===== config.mk =====
export PLATFORM = sky130hd
export DESIGN_NAME = scene_sequencer
export DESIGN_NICKNAME = d
export VERILOG_FILES = /design/src/rtl/scene_pkg.sv /design/src/rtl/frame_tick_gen.sv /design/src/rtl/scene_sequencer.sv
export SDC_FILE = /design/constraint.sdc
export NUM_CORES = 1
export LEC_CHECK = 0
export ABC_AREA = 1
export ABC_CLOCK_PERIOD_IN_PS = 2200
export CORE_MARGIN = 2
export CORE_UTILIZATION = 52
export DETAILED_ROUTE_END_ITERATION = 10
export PLACE_DENSITY = 0.77
export SYNTH_ARGS = -nofsm -noshare
export SYNTH_HDL_FRONTEND = slang
export SYNTH_SLANG_ARGS = --single-unit

===== constraint.sdc =====
create_clock -name clk -period 2.2 [get_ports clk]
set_input_delay 0.44 -clock clk [delete_from_list [all_inputs] [get_ports clk]]
set_output_delay 0.44 -clock clk [all_outputs]
set_load 0.02 [all_outputs]

===== src/rtl/scene_pkg.sv =====
// rtl/scene_pkg.sv - shared types and constants for the day/night scene sequencer
//
// Purpose: phase encoding, sky brightness limit and twinkle LFSR definition used by
//          scene_sequencer and its frame tick generator.
// Contents:
//   phase_e     2-bit scene phase (DAY, DUSK, NIGHT, DAWN)
//   SKY_MAX     brightest sky level
//   LFSR_SEED   twinkle LFSR reset value
//   LFSR_TAPS   feedback taps for x^8+x^6+x^5+x^4+1 (left-shifting Fibonacci form)
//   lfsr_next   one LFSR advance
package scene_pkg;

  typedef enum logic [1:0] {
    PH_DAY   = 2'd0,
    PH_DUSK  = 2'd1,
    PH_NIGHT = 2'd2,
    PH_DAWN  = 2'd3
  } phase_e;

  localparam logic [3:0] SKY_MAX   = 4'hF;
  localparam logic [7:0] LFSR_SEED = 8'hA5;
  // Polynomial terms x^8, x^6, x^5, x^4 map to state bits 7, 5, 4, 3.
  localparam logic [7:0] LFSR_TAPS = 8'hB8;

  function automatic logic [7:0] lfsr_next(input logic [7:0] s);
    return {s[6:0], ^(s & LFSR_TAPS)};
  endfunction

endpackage


===== src/rtl/frame_tick_gen.sv =====
// rtl/frame_tick_gen.sv - vsync edge detector, pause gate and animation step divider
//
// Purpose: turns the vsync level into a one-cycle frame tick at the start of vertical
//          sync, gates it with pause and divides accepted ticks by STEP_DIV.
// Ports:
//   clk, rst   pixel clock, asynchronous active-high reset
//   vsync      raw vsync level (same clock domain)
//   pause      level; suppresses acc_tick and step
//   div_clr    restart the divider (pending skip being applied)
//   tick       vsync active edge seen this cycle
//   acc_tick   tick while not paused
//   step       accepted tick that completes a STEP_DIV group
module frame_tick_gen #(
  parameter int STEP_DIV      = 1,
  parameter bit VS_ACTIVE_LOW = 1'b1
) (
  input  logic clk,
  input  logic rst,
  input  logic vsync,
  input  logic pause,
  input  logic div_clr,
  output logic tick,
  output logic acc_tick,
  output logic step
);

  localparam int CW = (STEP_DIV > 1) ? $clog2(STEP_DIV) : 1;
  localparam logic [CW-1:0] DIV_LAST = CW'(STEP_DIV - 1);
  // Reset the delayed copy to the idle level so leaving reset never fakes an edge.
  localparam logic VS_IDLE = VS_ACTIVE_LOW;

  logic          vs_q;
  logic          vs_d;
  logic [CW-1:0] div_cnt_q;
  logic [CW-1:0] div_cnt_d;

  assign tick     = (vsync != VS_IDLE) && (vs_q == VS_IDLE);
  assign acc_tick = tick && !pause;
  assign step     = acc_tick && (div_cnt_q == DIV_LAST);

  always_comb begin
    vs_d      = vsync;
    div_cnt_d = div_cnt_q;
    if (div_clr || step) begin
      div_cnt_d = '0;
    end else if (acc_tick) begin
      div_cnt_d = div_cnt_q + CW'(1);
    end
  end

  always_ff @(posedge clk or posedge rst) begin
    if (rst) begin
      vs_q      <= VS_IDLE;
      div_cnt_q <= '0;
    end else begin
      vs_q      <= vs_d;
      div_cnt_q <= div_cnt_d;
    end
  end

endmodule


===== src/rtl/scene_sequencer.sv =====
// rtl/scene_sequencer.sv - frame-synchronous day/night scene controller
//
// Purpose: sequences DAY -> DUSK -> NIGHT -> DAWN once per animation step and drives
//          sun/moon positions, night flag, sky brightness and star enables. All state
//          changes happen on the cycle after the vsync active edge.
// Ports:
//   clk, rst     25 MHz pixel clock, asynchronous active-high reset
//   vsync        raw vsync level
//   pause        level; freezes animation (a pending skip still applies)
//   skip         1-cycle pulse; jump to the next phase on the next frame tick
//   sun_pos      sun centre x (0..X_MAX)
//   moon_pos     moon centre x (X_MAX..0)
//   moon_active  1 in NIGHT
//   phase        current phase (scene_pkg::phase_e encoding)
//   sky_level    0 full night .. 15 full day
//   star_mask    per-star enables
// Configuration: SCENE_TWINKLE_EN enables the LFSR-driven star twinkle; otherwise all
//                six stars are lit.
module scene_sequencer
  import scene_pkg::*;
#(
  parameter int X_MAX         = 639,
  parameter int STEP_DIV      = 1,
  parameter bit VS_ACTIVE_LOW = 1'b1
) (
  input  logic       clk,
  input  logic       rst,
  input  logic       vsync,
  input  logic       pause,
  input  logic       skip,
  output logic [9:0] sun_pos,
  output logic [9:0] moon_pos,
  output logic       moon_active,
  output logic [1:0] phase,
  output logic [3:0] sky_level,
  output logic [5:0] star_mask
);

  localparam logic [9:0] X_LAST = 10'(X_MAX);

  logic tick;
  logic acc_tick;
  logic step;
  logic skip_apply;

  phase_e     phase_q, phase_d;
  logic [9:0] sun_pos_q, sun_pos_d;
  logic [9:0] moon_pos_q, moon_pos_d;
  logic [3:0] sky_level_q, sky_level_d;
  logic       moon_active_q, moon_active_d;
  logic       skip_pend_q, skip_pend_d;

  // A pending skip is consumed by any tick, paused or not.
  assign skip_apply = tick && skip_pend_q;

  frame_tick_gen #(
    .STEP_DIV      (STEP_DIV),
    .VS_ACTIVE_LOW (VS_ACTIVE_LOW)
  ) u_tick (
    .clk      (clk),
    .rst      (rst),
    .vsync    (vsync),
    .pause    (pause),
    .div_clr  (skip_apply),
    .tick     (tick),
    .acc_tick (acc_tick),
    .step     (step)
  );

  always_comb begin
    phase_d     = phase_q;
    sun_pos_d   = sun_pos_q;
    moon_pos_d  = moon_pos_q;
    sky_level_d = sky_level_q;
    // A skip landing on a tick cycle is kept for the following tick.
    skip_pend_d = skip || (skip_pend_q && !tick);

    if (skip_apply) begin
      // Forced jump: load the entry values of the next phase, ignoring any step.
      case (phase_q)
        PH_DAY: begin
          phase_d     = PH_DUSK;
          sky_level_d = SKY_MAX;
          sun_pos_d   = '0;
        end
        PH_DUSK: begin
          phase_d     = PH_NIGHT;
          sky_level_d = '0;
          moon_pos_d  = X_LAST;
        end
        PH_NIGHT: begin
          phase_d     = PH_DAWN;
          sky_level_d = '0;
          moon_pos_d  = X_LAST;
        end
        PH_DAWN: begin
          phase_d     = PH_DAY;
          sky_level_d = SKY_MAX;
          sun_pos_d   = '0;
        end
        default: ;
      endcase
    end else if (step) begin
      case (phase_q)
        PH_DAY: begin
          if (sun_pos_q < X_LAST) begin
            sun_pos_d = sun_pos_q + 10'd1;
          end else begin
            phase_d   = PH_DUSK;
            sun_pos_d = '0;
          end
        end
        PH_DUSK: begin
          if (sky_level_q > 4'd0) begin
            sky_level_d = sky_level_q - 4'd1;
          end else begin
            phase_d    = PH_NIGHT;
            moon_pos_d = X_LAST;
          end
        end
        PH_NIGHT: begin
          if (moon_pos_q > 10'd0) begin
            moon_pos_d = moon_pos_q - 10'd1;
          end else begin
            phase_d    = PH_DAWN;
            moon_pos_d = X_LAST;
          end
        end
        PH_DAWN: begin
          if (sky_level_q < SKY_MAX) begin
            sky_level_d = sky_level_q + 4'd1;
          end else begin
            phase_d   = PH_DAY;
            sun_pos_d = '0;
          end
        end
        default: ;
      endcase
    end

    moon_active_d = (phase_d == PH_NIGHT);
  end

  always_ff @(posedge clk or posedge rst) begin
    if (rst) begin
      phase_q       <= PH_DAY;
      sun_pos_q     <= '0;
      moon_pos_q    <= X_LAST;
      sky_level_q   <= SKY_MAX;
      moon_active_q <= 1'b0;
      skip_pend_q   <= 1'b0;
    end else begin
      phase_q       <= phase_d;
      sun_pos_q     <= sun_pos_d;
      moon_pos_q    <= moon_pos_d;
      sky_level_q   <= sky_level_d;
      moon_active_q <= moon_active_d;
      skip_pend_q   <= skip_pend_d;
    end
  end

  assign sun_pos     = sun_pos_q;
  assign moon_pos    = moon_pos_q;
  assign moon_active = moon_active_q;
  assign phase       = phase_q;
  assign sky_level   = sky_level_q;

`ifdef SCENE_TWINKLE_EN
  logic [7:0] lfsr_q, lfsr_d;
  logic [5:0] star_mask_q, star_mask_d;

  // Star 0 stays lit so the sky never goes completely dark.
  always_comb begin
    lfsr_d      = lfsr_q;
    star_mask_d = star_mask_q;
    if (acc_tick) begin
      lfsr_d      = lfsr_next(lfsr_q);
      star_mask_d = lfsr_q[5:0] | 6'b000001;
    end
  end

  always_ff @(posedge clk or posedge rst) begin
    if (rst) begin
      lfsr_q      <= LFSR_SEED;
      star_mask_q <= 6'h3F;
    end else begin
      lfsr_q      <= lfsr_d;
      star_mask_q <= star_mask_d;
    end
  end

  assign star_mask = star_mask_q;
`else
  logic unused_acc_tick;
  assign unused_acc_tick = acc_tick;
  assign star_mask       = 6'h3F;
`endif

endmodule


# Word level (Yosys, flattened, before mapping)
# Index checks and enable logic that the tools add are counted.
# word_totals
reg_bits,30
latchBits,0
mem_bits_rw,0
mem_bits_ro,0
inputBits,5
output_inout_bits,33
memories,0
# classes
addsub,5
n_mul,0
div_mod_pow,0
n_lt_le_gt_ge,4
n_eq_ne,10
n_shift,0
muxes,28
bitwise,2
reduce_logical,20
# ops
op,n
$mux W10,10
$pmux W10 S2,2
$mux W4,4
$pmux W2 S4,2
$pmux W4 S2,2
$mux W2,6
$ne A3 B2 Y1 const B,4
$reduce_and A4 Y1,3
$add A10 B1 Y10 const B,1
$gt A10 B1 Y1 const B,1
$lt A10 B10 Y1 const B,1
$sub A10 B1 Y10 const B,1
$reduce_bool A3 Y1,3
$eq A2 B2 Y1 const B,3
$logic_and A1 B1 Y1,5
$add A4 B1 Y4 const B,1
$gt A4 B1 Y1 const B,1
$lt A4 B4 Y1 const B,1
$ne A2 B2 Y1 const B,2
$reduce_bool A2 Y1,2
$reduce_or A2 Y1,2
$sub A4 B1 Y4 const B,1
$eq A2 B1 Y1 const B,1
$logic_not A1 Y1,2
other kinds (5),8

# Longest topological paths before layout
# depth
depth_word,7
ltp_mapped,13
depth_no_buf,13

# Hierarchy
# From an unflattened synthesis, not the netlist that was laid out.
# hier_totals
hier_cells,274
hier_area_um2,1999.4
# modules_own_cells
module,instances,cells_per_inst,area_per_inst_um2
scene_sequencer,1,260,1896.8
frame_tick_gen,1,14,102.6

# Least setup slack after synthesis
# Ideal clock, no wire load.
# synth_path
path_type,reg-to-reg
start,"reg phase_q[0], in the netlist phase[0]"
end,"reg sky_level_q[3], in the netlist sky_level[3]"
setup_time_ps,77
arrival_ps,1673
required_time_ps,2123
setup_slack_ps,450
path_stages_with_launch,9
path_buffers,0
synth_period_minus_slack_ps,1750
cell_sequence,dfrtp_1 ha_1 inv_1 ha_1 a21oi_1 nand2_1 a21oi_1 o21ai_0 a31oi_1
# synth_via
elab_chain_len,4
elab_cells_between_ends,14
cone_classes,eq/ne: 5; mux: 4; reduce/logical: 5
# synth_lines
item,line_no,rtl
start: declaration,scene_sequencer.sv:46,"phase_e phase_q, phase_d;"
start signal: assignment,scene_sequencer.sv:153,phase_q <= phase_d;
$eq A2 B2 Y1 (tied with other cells),"scene_sequencer.sv:80, scene_sequencer.sv:104",
$pmux W4 S2 or $reduce_or A2 Y1 (tied branches),n/a,
$mux W4 or $pmux W4 S2 (tied branches),"scene_sequencer.sv:103, scene_sequencer.sv:80",
$mux W4,scene_sequencer.sv:78,if (skip_apply) begin
end signal: assignment,scene_sequencer.sv:156,sky_level_q <= sky_level_d;
end: declaration,scene_sequencer.sv:49,"logic [3:0] sky_level_q, sky_level_d;"
# Several ways; a longest one is shown, not always the timed one. The select of a mux whose other input is x is not followed.
# A chain may end at the register's enable or synchronous reset.

# Final worst setup path
# layout_path
start,"reg sky_level_q[1], in the netlist sky_level[1]"
end,out sky_level[1]
# layout_lines
item,line_no,rtl
end: declaration,scene_sequencer.sv:35,"output logic [3:0] sky_level,"
# No word-level cell between the ends.

==> results.yml <==
run_status:
  status: "completed"
logic_synthesis:
  syn_avg_cell_area_sq_um: 7.700
  post-synth-top-area-cell: "dfrtp_1"
  syn_inst: 253
  synth_edf_count: 0
  synth_area_leaders: "dfrtp_1 22%, dfstp_2 18%, nand2_1 11%"
  synth_flop_cell: "dfrtp_1"
  synth_area_sq_um: 1948
  ys_seq_area_frac: 0.3937
  yosys_warnings: 0
  synth-async-reset-ratio: 1.000
  synth_cell_types: 35
  ys_seq_elements: 30
  synth_top_area_frac: 0.2184
drt:
  wire_per_inst_microns: 11.17
  drtAntennaViolNets: 0
  firstDrtPassIters: 4
  routed_wl_microns: 3798
  num_vias: 1677
  route.detailed.drc: 0
  dr.first_iter.drc_count: 109
  routed_via_density: 4.932
sta:
  hold_slack_ns: 0.4958
  fin_ws_ns: 0.2706
  setup-violations-final: 0
  min_period_over_period: 0.8770
  finalSetupTns_ns: 0
  finalHoldViolCount: 0
  skew_ns: 0.003916
  rsz0062_at_grt: "false"
  timing.fmax_mhz: 518.3
  drv_slew: 0
  fin_crit_ns: 1.929
floorplanning:
  dieArea_sq_um: 4252
  die_w_microns: 65.21
  rows: 22
  core_sq_um: 3633
  floorplan.initialDensity: 0.5362
  ios: 38
  die_h_microns: 65.21
worst_hold_path:
  holdCritPathClass: "reg2reg"
  worstHoldStart: "moon_pos[2]"
  min_path_cells: 2
clocking:
  post_cts_buffers: 0
  clk_pin_slew_ns: 0.06
  cts-resized-gates: 0
  cts_hold_buf: 0
  clk_path_buf_depth: 2
  clock-sinks: 30
  cts_tree: "done"
  htreeDepth: 2
  cts_buffers: 5
  worst_skew_pair.late_latency_ns: 0.28
  root_buffer: "clkbuf_8"
place:
  gp_congestion: 0.9232
  dp_slack_ns: 0.1744
  dpl-instance-area_sq_um: 2300
  hpwl_microns: 2919
  placed_cells: 332
  port_buffers: 31
power_and_ir_drop:
  ir_worst_vdd_uv: 630.4
  pwr_density_cell_nw_per_um2: 1376
  p_leak_nw: 1.158
  finalPower_mw: 3.314
final_layout:
  mostFrequentLayoutCell: "nand2_1"
  design_area_sq_um: 2409
  antenna_cells: 0
  utilization: 0.6629
  layout.cells.non_filler: 340
  nNetsFinal: 305
  area_delta_synth_final_pct: 23.64
  final_cell_mix: "58 x nand2_1, 41 x inv_1, 31 x clkdlybuf4s50_1, 24 x nor2_1, 18 x nand3_1"
  drive_gt1_frac: 0.1473
job:
  maxCapViolations: 0
worst_setup_path:
  crit_cells: 1
  worstSetupPathType: "reg2out"
  required_ns: 1.76
  end_kind: "output port"
  cp_data_arrival_time_ns: 1.49
  rr_worst_depth: 8
  crit_buf_inv: 1
  crit_slowest_cell: "clkdlybuf4s50_1"
  crit_family: "buffers and inverters"
  critPathLaunch: "sky_level[1]"
  worstSetupStartpointType: "flip-flop"
  timing.rr.start: "phase[0]"
  cp_max_fo: 6
  slowest_delay_ns: 0.62
  path_cells: "clkdlybuf4s50_1"
global_routing:
  overflow: 0
  antenna_found_initial: 0
  grt_first_pass_wirelength_microns: 6734
  grt_start_max_net_pins: 31
  grt_pass1_vias: 1579
  track_usage: 0.2029
## worst paths after layout
check | slack, ns | endpoint
worst max-delay path | 0.27 | sky_level[1]
worst max register to register | 0.32 | sky_level[3]
worst min-delay path | 0.50 | moon_pos[2]
max in group asynchronous | 1.37 | sky_level[1]
worst min register to register | 0.50 | moon_pos[2]
min in group asynchronous | 0.52 | phase[1]
## synthesized netlist by cell type (3+ instances only)
| master | number |
|---|---|
| nand4_1 | 4 |
| o21ai_1 | 6 |
| o21ai_2 | 4 |
| dfrtp_1 | 17 |
| o21ai_0 | 14 |
| a21oi_1 | 6 |
| nand2_1 | 58 |
| nor2_2 | 4 |
| inv_1 | 41 |
| nand3_1 | 18 |
| a31oi_1 | 3 |
| nand2_4 | 3 |
| xnor2_1 | 3 |
| buf_4 | 6 |
| dfstp_2 | 13 |
| ha_1 | 8 |
| nor2_1 | 24 |
## cell families (layout without fill, tap and decap cells)
group,Yosys count,in the layout,synth area share
flip-flops,30,30,0.3937
buffers and inverters,50,84,0.1169
other,1,6,0.001925
AO/OA/AOI/OAI,39,39,0.1220
AND/OR/NAND/NOR,119,119,0.2813
XOR/XNOR,5,5,0.02248
adder cells (fa/ha/maj),9,9,0.06166
## routing by layer
metal | global-route usage | share of wire | up-vias
met4 | 0.09115 | 0.022 | 0
met5 | 0 | 0 | -
li1 | - | - | 867
met2 | 0.3278 | 0.47 | 40
met3 | 0.03596 | 0.043 | 10
met1 | 0.2664 | 0.46 | 760
## state kept, by name, summed over array words and instances, names as in the netlist
register and cells:
phase 2, moon_pos 10, skip_pend_q 1, sun_pos 10
sky_level 4, u_tick.div_cnt_q 1, u_tick.vs_q 1, moon_active 1
## power breakdown
part / internal [mW] / total [mW] / switching [mW]
sequential: 0.834 / 1.06 / 0.228
clock: 0.332 / 0.533 / 0.200
combinational: 0.722 / 1.72 / 0.997
total: 1.89 / 3.31 / 1.43
## final cells by class
class                   instances  area, sq um
fillers                       328         1225
multi-input cells             178        972.2
flip-flops and latches         30        767.0
repair buffers                 32        317.8
inverters                      44        182.7
clock buffers                   5        68.82
well taps                      48        60.06
clock inverters                 3        40.04
No activity file was read; power rests on OpenSTA's default activity.
